### src/rtl/reg_ser_pkg.sv
// Shared types and constants for the REG serial transmitter.
package reg_ser_pkg;

  localparam int unsigned DEFAULT_WIDTH = 8;

  typedef enum logic [1:0] {
    IDLE  = 2'd0,
    SHIFT = 2'd1,
    DONE  = 2'd2
  } ser_state_e;

endpackage : reg_ser_pkg

### src/rtl/reg_serializer_if.sv
// Word handshake plus REG serial strobe/data bundle.
// Optional parity output is present only when SER_PARITY_EN is defined.
interface reg_serializer_if
  import reg_ser_pkg::*;
#(
  parameter int unsigned WIDTH = DEFAULT_WIDTH
);

  logic             in_valid;
  logic             in_ready;
  logic [WIDTH-1:0] in_data;
  logic             en;
  logic             shift;
  logic             D0;
  logic             busy;
  logic             done;
`ifdef SER_PARITY_EN
  logic             parity;
`endif

`ifdef SER_PARITY_EN
  modport master (output in_valid, in_data, en,
                  input  in_ready, shift, D0, busy, done, parity);
  modport slave  (input  in_valid, in_data, en,
                  output in_ready, shift, D0, busy, done, parity);
`else
  modport master (output in_valid, in_data, en,
                  input  in_ready, shift, D0, busy, done);
  modport slave  (input  in_valid, in_data, en,
                  output in_ready, shift, D0, busy, done);
`endif

endinterface : reg_serializer_if

### src/rtl/reg_serializer.sv
// Parallel-to-serial transmitter feeding the REG shift/D0 inputs, MSB first.
// WIDTH legal range is 2..32. Optional feature macro: SER_PARITY_EN adds a
// parity output holding the XOR-reduce of the last accepted word.
module reg_serializer
  import reg_ser_pkg::*;
#(
  parameter int unsigned WIDTH = DEFAULT_WIDTH
) (
  input  logic              clk,
  input  logic              resetn,
  reg_serializer_if.slave   bus
);

  localparam int unsigned CNT_W = $clog2(WIDTH);
  localparam logic [CNT_W-1:0] LAST_CNT = CNT_W'(WIDTH - 1);

  ser_state_e       state_q;
  ser_state_e       state_d;
  logic [WIDTH-1:0] sreg_q;
  logic [CNT_W-1:0] cnt_q;

  logic accept;
  logic step;

  assign accept = (state_q == IDLE)  && bus.in_valid;
  assign step   = (state_q == SHIFT) && bus.en;

  // State register; reset aborts any word in flight.
  always_ff @(posedge clk or negedge resetn) begin
    if (!resetn) begin
      state_q <= IDLE;
    end else begin
      state_q <= state_d;
    end
  end

  // Next-state logic.
  always_comb begin
    state_d = state_q;
    unique case (state_q)
      IDLE:    if (bus.in_valid) state_d = SHIFT;
      SHIFT:   if (bus.en && (cnt_q == LAST_CNT)) state_d = DONE;
      DONE:    state_d = IDLE;
      default: state_d = IDLE;
    endcase
  end

  // Output decode; shift follows en combinationally while a word is in flight.
  always_comb begin
    bus.in_ready = 1'b0;
    bus.busy     = 1'b0;
    bus.done     = 1'b0;
    bus.shift    = 1'b0;
    bus.D0       = 1'b0;
    unique case (state_q)
      IDLE: begin
        bus.in_ready = 1'b1;
      end
      SHIFT: begin
        bus.busy  = 1'b1;
        bus.shift = bus.en;
        bus.D0    = sreg_q[WIDTH-1];
      end
      DONE: begin
        bus.busy = 1'b1;
        bus.done = 1'b1;
      end
      default: begin
        bus.in_ready = 1'b0;
      end
    endcase
  end

  // Shifter and bit counter; zero fill leaves sreg clear once the word is out.
  always_ff @(posedge clk or negedge resetn) begin
    if (!resetn) begin
      sreg_q <= '0;
      cnt_q  <= '0;
    end else if (accept) begin
      sreg_q <= bus.in_data;
      cnt_q  <= '0;
    end else if (step) begin
      sreg_q <= {sreg_q[WIDTH-2:0], 1'b0};
      cnt_q  <= CNT_W'(cnt_q + 1'b1);
    end
  end

`ifdef SER_PARITY_EN
  logic parity_q;

  // Even-parity of the accepted word, held until the next accept.
  always_ff @(posedge clk or negedge resetn) begin
    if (!resetn) begin
      parity_q <= 1'b0;
    end else if (accept) begin
      parity_q <= ^bus.in_data;
    end
  end

  assign bus.parity = parity_q;
`endif

endmodule : reg_serializer

### src/flat_wrapper.sv
// flat-port wrapper written by rule: the top's interface ports become plain ports
module reg_serializer_flat import reg_ser_pkg::*;
#(
  parameter int unsigned WIDTH = DEFAULT_WIDTH
)
  (clk, resetn, bus_in_valid, bus_in_data, bus_en, bus_in_ready, bus_shift, bus_D0, bus_busy, bus_done);
  reg_serializer_if #(.WIDTH(WIDTH)) bus_i ();
  input  logic clk;
  input  logic resetn;
  input wire logic [$bits(bus_i.in_valid)-1:0] bus_in_valid;
  input wire logic [$bits(bus_i.in_data)-1:0] bus_in_data;
  input wire logic [$bits(bus_i.en)-1:0] bus_en;
  output wire logic [$bits(bus_i.in_ready)-1:0] bus_in_ready;
  output wire logic [$bits(bus_i.shift)-1:0] bus_shift;
  output wire logic [$bits(bus_i.D0)-1:0] bus_D0;
  output wire logic [$bits(bus_i.busy)-1:0] bus_busy;
  output wire logic [$bits(bus_i.done)-1:0] bus_done;
  assign bus_i.in_valid = bus_in_valid;
  assign bus_i.in_data = bus_in_data;
  assign bus_i.en = bus_en;
  assign bus_in_ready = bus_i.in_ready;
  assign bus_shift = bus_i.shift;
  assign bus_D0 = bus_i.D0;
  assign bus_busy = bus_i.busy;
  assign bus_done = bus_i.done;
  reg_serializer #(.WIDTH(WIDTH)) u_core (.clk(clk), .resetn(resetn), .bus(bus_i));
endmodule
### config.mk
export PLATFORM = sky130hd
export DESIGN_NAME = reg_serializer_flat
export DESIGN_NICKNAME = d
export VERILOG_FILES = /design/src/rtl/reg_ser_pkg.sv /design/src/rtl/reg_serializer_if.sv /design/src/rtl/reg_serializer.sv /design/src/flat_wrapper.sv
export SDC_FILE = /design/constraint.sdc
export NUM_CORES = 1
export LEC_CHECK = 0
export ABC_AREA = 0
export CORE_MARGIN = 5
export CORE_UTILIZATION = 45
export DETAILED_ROUTE_END_ITERATION = 8
export PLACE_DENSITY = 0.74
export SYNTH_ARGS = -nofsm -noshare
export SYNTH_HDL_FRONTEND = slang
export SYNTH_SLANG_ARGS = --single-unit
### constraint.sdc
create_clock -name clk -period 2.7 [get_ports clk]
set_input_delay 0.675 -clock clk [delete_from_list [all_inputs] [get_ports clk]]
set_output_delay 0.675 -clock clk [all_outputs]
set_load 0.01 [all_outputs]
==> flow_summary.toml, run 1 <==
[run_status]
status = "finished, final reports clean"

[global_route]
grt_max_degree = 20
grt_pass1_vias = 483
grt-ovfl-total = 0
grt.met3_usage_pct = 2.75
grt_usage_pct = 10.5
grt.busiest_layer = "met2"
grt_pass1_wl_um = 2010
antenna_found_initial = 0
grt_use_met2_pct = 17.0
use_met1_pct = 13.1

[power_and_ir_drop]
p_leak_uw = 0.000446
p_sw_share_pct = 35.2
p_per_area_nw_per_um2 = 948
p_clk_share_pct = 14.3
p_sw_uw = 297
combPwrFrac_pct = 46.5
seqPwrFrac_pct = 39.2
max-vdd-ir-drop_mv = 0.528
p_int_uw = 546

[cells_and_area]
finalNetCount = 104
syn2layout_area_growth_pct = 28.2
drive_gt1_share_pct = 11.8
num_antenna_cells = 0
final_area_um2 = 888
fillers = 134

[logic_synthesis]
yosysSeqAreaShare_pct = 46.9
ys.warnings.count = 0
syn_area_um2 = 693
yosys.area.top_type = "dfrtp_1"
synth-seq-cells = 13
synthTopCellsByArea = "dfrtp_1, ha_1, mux2i_1"
syn_nets = 84
avgSynthCellArea_um2 = 10.5
ys_types = 19
synth_cells = 66
post-synth-top-area-fraction_pct = 46.9

[floorplan]
rows = 14
ios = 17
die_h_um = 49.2
start_util_pct = 46.6
die_w_um = 49.2
dieArea_um2 = 2430
core_um2 = 1490

[placement]
placed_area_um2 = 862
dp_hpwl_um = 889
portBuffers = 16
place.gp.congestion = 0.753

[job]
drv_cap = 0

[sta]
fmax_mhz = 398
tns_ns = 0
skew_ns = 0.00151
relSlewSlack_pct = 61.5
tightest_slew_ns = 0.577
fin_crit_sh_pct = 93.0
setup_violations = 0
layout_min_cycle_time_ns = 2.51
hold_viol_final = 0
hold_ws_ns = 0.536
rsz0062_at_grt = "false"
slew_viol_final = 0

[clock_network]
ctsResizeCount = 0
clock-sinks = 13
cts_tree = "done"
cts_max_level = 1
cts_buffer_depth = 2
cts.root.buffer_cell = "clkbuf_4"
cts_buffers = 3
clk_pin_slew_ns = 0.08
holdBufCountCts = 0
post-cts-setup-buffers = 0
insertion_delay_ns = 0.27

[setup_path]
critPathTopFamily = "buffers and inverters"
crit_fanout = 2
cp.arrival_ns = 1.84
cp_common_cell = "clkdlybuf4s50_1"
slowest_delay_ns = 0.53
cp.required_ns = 2.03
critPathCaptureType = "primary output"
start_kind = "input port"
critPathBufInv = 3
crit_type = "in -> out"
critPathSlowestCell = "clkdlybuf4s50_1"
path_cells = "clkdlybuf4s50_1 -> nand2_2 -> inv_1 -> clkdlybuf4s50_1"

[routing]
routed_wl_um = 1170
initialDrtViolationCount = 4
wl_per_cell_um = 11.6
viasPerCell = 4.75
via_count = 480
final_antenna_net_count = 0
drc_errors = 0
drt_first_pass_iters = 4

[hold_path]
hold_path_class = "reg -> reg"
[metal layers]
| layer | vias to the layer above | share of wire (%) |
|---|---|---|
| li1 | 257 | - |
| met1 | 212 | 46 |
| met2 | 9 | 47 |
| met3 | 2 | 4.9 |
| met4 | 0 | 1.8 |
| met5 | - | 0 |
[worst register-to-register path, delay by kind of cell (launching register included)]
kind / cells / cell delay (ns)
adder cells (fa/ha/maj): 1 / 0.23
AND/OR/NAND/NOR: 1 / 0.52
AO/OA/AOI/OAI: 1 / 0.20
flip-flops: 1 / 0.41
buffers and inverters: 1 / 0.11
[kinds of logic after synthesis]
kind of cell | after synthesis | share of synthesized area (%)
compound gates | 14 | 11.9
xor+xnor | 1 | 1.26
fa+ha+maj | 6 | 10.8
buf+inv | 7 | 5.96
flops | 13 | 46.9
mux | 8 | 12.3
simple gates | 17 | 10.8
[cell usage after synthesis]
cell type	number
nor2_1	1
xor2_1	1
mux2_4	1
buf_4	2
mux2i_1	7
dfrtp_1	13
a21oi_1	2
nand2_1	11
a21boi_2	1
a21oi_2	1
o21a_1	1
and2_1	1
and2_2	1
nand2_2	1
ha_1	6
o21ai_0	9
inv_1	4
buf_6	1
nand3_1	2
[through the flow]
| step | instances | power (uW) | setup WS (ns) | utilization, % |
|---|---|---|---|---|
| floorplan | 66 | 606 | 1.03 | - |
| global placement | 97 | 717 | 0.178 | 57.9 |
| detailed placement | 97 | 733 | 0.179 | 57.9 |
| CTS | 101 | 856 | 0.175 | 59.7 |
| global route | 101 | 922 | 0.113 | 59.7 |
| finish | 101 | 842 | 0.190 | 59.7 |
[registers in the layout (all words and copies together), names as in the netlist]
signal          cells
u_core.cnt_q        3
u_core.sreg_q       8
u_core.state_q      2
[power by group through the flow]
| stage | Combinational (uW) | Clock (uW) | Sequential [uW] |
|---|---|---|---|
| floorplan | 286 | 0 | 321 |
| global placement | 386 | 0 | 331 |
| detailed placement | 398 | 0 | 336 |
| CTS | 399 | 126 | 331 |
| global route | 447 | 133 | 342 |
| finish | 392 | 121 | 330 |
[cells in the final DEF, fill, tap and decap left out, drive strengths merged]
cell type,n
clkbuf,4
ha,6
mux2,1
a21oi,3
mux2i,7
xor2,1
dfrtp,13
o21ai,9
buf,2
nor2,1
nand3,2
and2,2
inv,4
o21a,1
a21boi,1
nand2,12
clkdlybuf4s50,16
[path summary, 6_finish.rpt]
path | from | to | slack, ns | cells after the start
max in group asynchronous | resetn | u_core.sreg_q[4] | 1.58 | 1
worst max register to register | u_core.state_q[1] | u_core.sreg_q[5] | 1.08 | 4
min in group asynchronous | resetn | u_core.sreg_q[6] | 0.76 | 1
worst min register to register | u_core.cnt_q[2] | u_core.cnt_q[2] | 0.54 | 2
worst min-delay path | u_core.cnt_q[2] | u_core.cnt_q[2] | 0.54 | 2
worst max-delay path | bus_en | bus_shift | 0.19 | 4
[layout make-up]
class | instances | area, um2 | share of cell area (%)
Multi-Input combinational cell | 46 | 327 | 36.8
Sequential cell | 13 | 325 | 36.6
Timing Repair Buffer | 18 | 175 | 19.7
Tap cell | 16 | 20.0 | 2.25
Inverter | 4 | 15.0 | 1.69
Clock buffer | 4 | 26.3 | 2.96
No activity file was read; power rests on OpenSTA's default activity.
==> inputs of run 2 (changes only) <==
CORE_ASPECT_RATIO = 0.8   (was unset)
CORE_UTILIZATION = 42   (was 45)
GPL_TIMING_DRIVEN = 0   (was unset)
PLACE_DENSITY = 0.72   (was 0.74)
clock period = 2.2 ns   (was 2.7 ns; I/O delays follow)
==> flow_summary.toml, run 2 (synthesis gave the netlist of run 1 again) <==
[setup_path]
slowest_delay_ns = 0.54
path_depth = 3
crit_type = "reg -> out"
critPathCaptureType = "primary output"
r2r_slack_ns = 0.73
crit_fanout = 4
critPathTopFamily = "buffers and inverters"
critPathSlowestCell = "clkdlybuf4s50_1"
cp.required_ns = 1.65
start_kind = "register"
path_cells = "inv_1 -> ha_2 -> clkdlybuf4s50_1"
reg2regPathDepth = 7
cp.arrival_ns = 1.57
critPathBufInv = 2

[floorplan]
start_util_pct = 43.5
die_h_um = 46.3
ios = 17
dieArea_um2 = 2570
die_w_um = 55.4
rows = 13
core_um2 = 1590

[global_route]
antenna_found_initial = 0
grt-ovfl-total = 0
grt_max_degree = 14
grt_usage_pct = 11.8
grt_pass1_vias = 558
grt_pass1_wl_um = 2250

[sta]
rsz0062_at_grt = "false"
tightest_slew_ns = 0.588
relSlewSlack_pct = 60.7
layout_min_cycle_time_ns = 2.12
tns_ns = 0
hold_viol_final = 0
fmax_mhz = 472
slew_viol_final = 0
setup_slack_ns = 0.0802
fin_crit_sh_pct = 96.4
setup_violations = 0
skew_ns = 0.00251

[routing]
via_count = 524
drt_first_pass_iters = 4
initialDrtViolationCount = 2
wl_per_cell_um = 12.0
viasPerCell = 4.85
drc_errors = 0
final_antenna_net_count = 0
routed_wl_um = 1300

[cells_and_area]
final_cell_mix = "dfrtp_1, clkdlybuf4s50_1, nand2_1"
finalNonFillerCells = 108
syn2layout_area_growth_pct = 33.4
finalNetCount = 105
largest_register_ffs = 8
top_register = "u_core.sreg_q"
drive_gt1_share_pct = 16.3
final_area_um2 = 925
top_regs = "u_core.sreg_q (8), u_core.cnt_q (3), u_core.state_q (2)"
final_common_cell = "dfrtp_1"
num_antenna_cells = 0
final_util_pct = 58.0

[clock_network]
clk_pin_slew_ns = 0.08
ctsResizeCount = 5
cts_buffers = 3
cts.root.buffer_cell = "clkbuf_4"
holdBufCountCts = 0
insertion_delay_ns = 0.27
cts_buffer_depth = 2
cts_max_level = 1
post-cts-setup-buffers = 0
clock-sinks = 13
cts_tree = "done"

[run_status]
status = "finished, final reports clean"

[power_and_ir_drop]
max-vdd-ir-drop_mv = 0.591
seqPwrFrac_pct = 38.2
p_clk_share_pct = 13.5
p_sw_uw = 380
p_leak_uw = 0.000485
p_int_uw = 692
combPwrFrac_pct = 48.2
p_per_area_nw_per_um2 = 1160
p_sw_share_pct = 35.4

[placement]
dp.cells = 104
placed_area_um2 = 881
portBuffers = 16
dp_hpwl_um = 992
place.gp.congestion = 0.708
place_worst_setup_slack_ns = -0.358

[hold_path]
whs_path_depth = 2
hold_path_class = "reg -> reg"

[job]
drv_cap = 0
run 2: cell type report:
class / instances / area [um2]
Sequential cell: 13 / 325
Clock buffer: 4 / 26.3
Inverter: 4 / 15.0
Timing Repair Buffer: 16 / 163
Tap cell: 22 / 27.5
Buffer: 3 / 26.3
Fill cell: 153 / 669
Multi-Input combinational cell: 46 / 342
run 2: worst reg2reg max path, stage by stage (launching register included):
cell     delay, ns
dfrtp_1       0.42
inv_1         0.10
ha_2          0.21
and2_1        0.14
buf_4         0.16
buf_4         0.17
nand2_1       0.07
o21ai_0       0.08
run 2: power groups by stage:
stage	Sequential, uW	Combinational [uW]	Clock (uW)
floorplan	394	351	0
global placement	406	498	0
detailed placement	410	518	0
CTS	411	531	150
global route	419	579	157
finish	410	517	145
run 2: path summary, 6_finish.rpt:
| check | to | from |
|---|---|---|
| hold reg to reg | u_core.sreg_q[0] | u_core.sreg_q[0] |
| max in group asynchronous | u_core.sreg_q[0] | resetn |
| setup / recovery | bus_in_ready | u_core.state_q[0] |
| min in group asynchronous | u_core.sreg_q[7] | resetn |
| hold / removal | u_core.sreg_q[0] | u_core.sreg_q[0] |
| setup reg to reg | u_core.sreg_q[3] | u_core.state_q[0] |
run 2: per-layer routing:
| layer | track usage, % | vias up | wire [um] |
|---|---|---|---|
| met5 | 0 | - | 0 |
| met4 | 5.34 | 0 | 10 |
| met3 | 5.60 | 2 | 62 |
| met2 | 21.5 | 11 | 632 |
| met1 | 11.9 | 250 | 592 |
| li1 | - | 261 | - |
run 2: metrics by stage:
stage / total power [uW] / hold WS (ns)
floorplan: 744 / 0.254
global placement: 903 / 0.517
detailed placement: 928 / 0.521
CTS: 1090 / 0.539
global route: 1150 / 0.553
finish: 1070 / 0.541
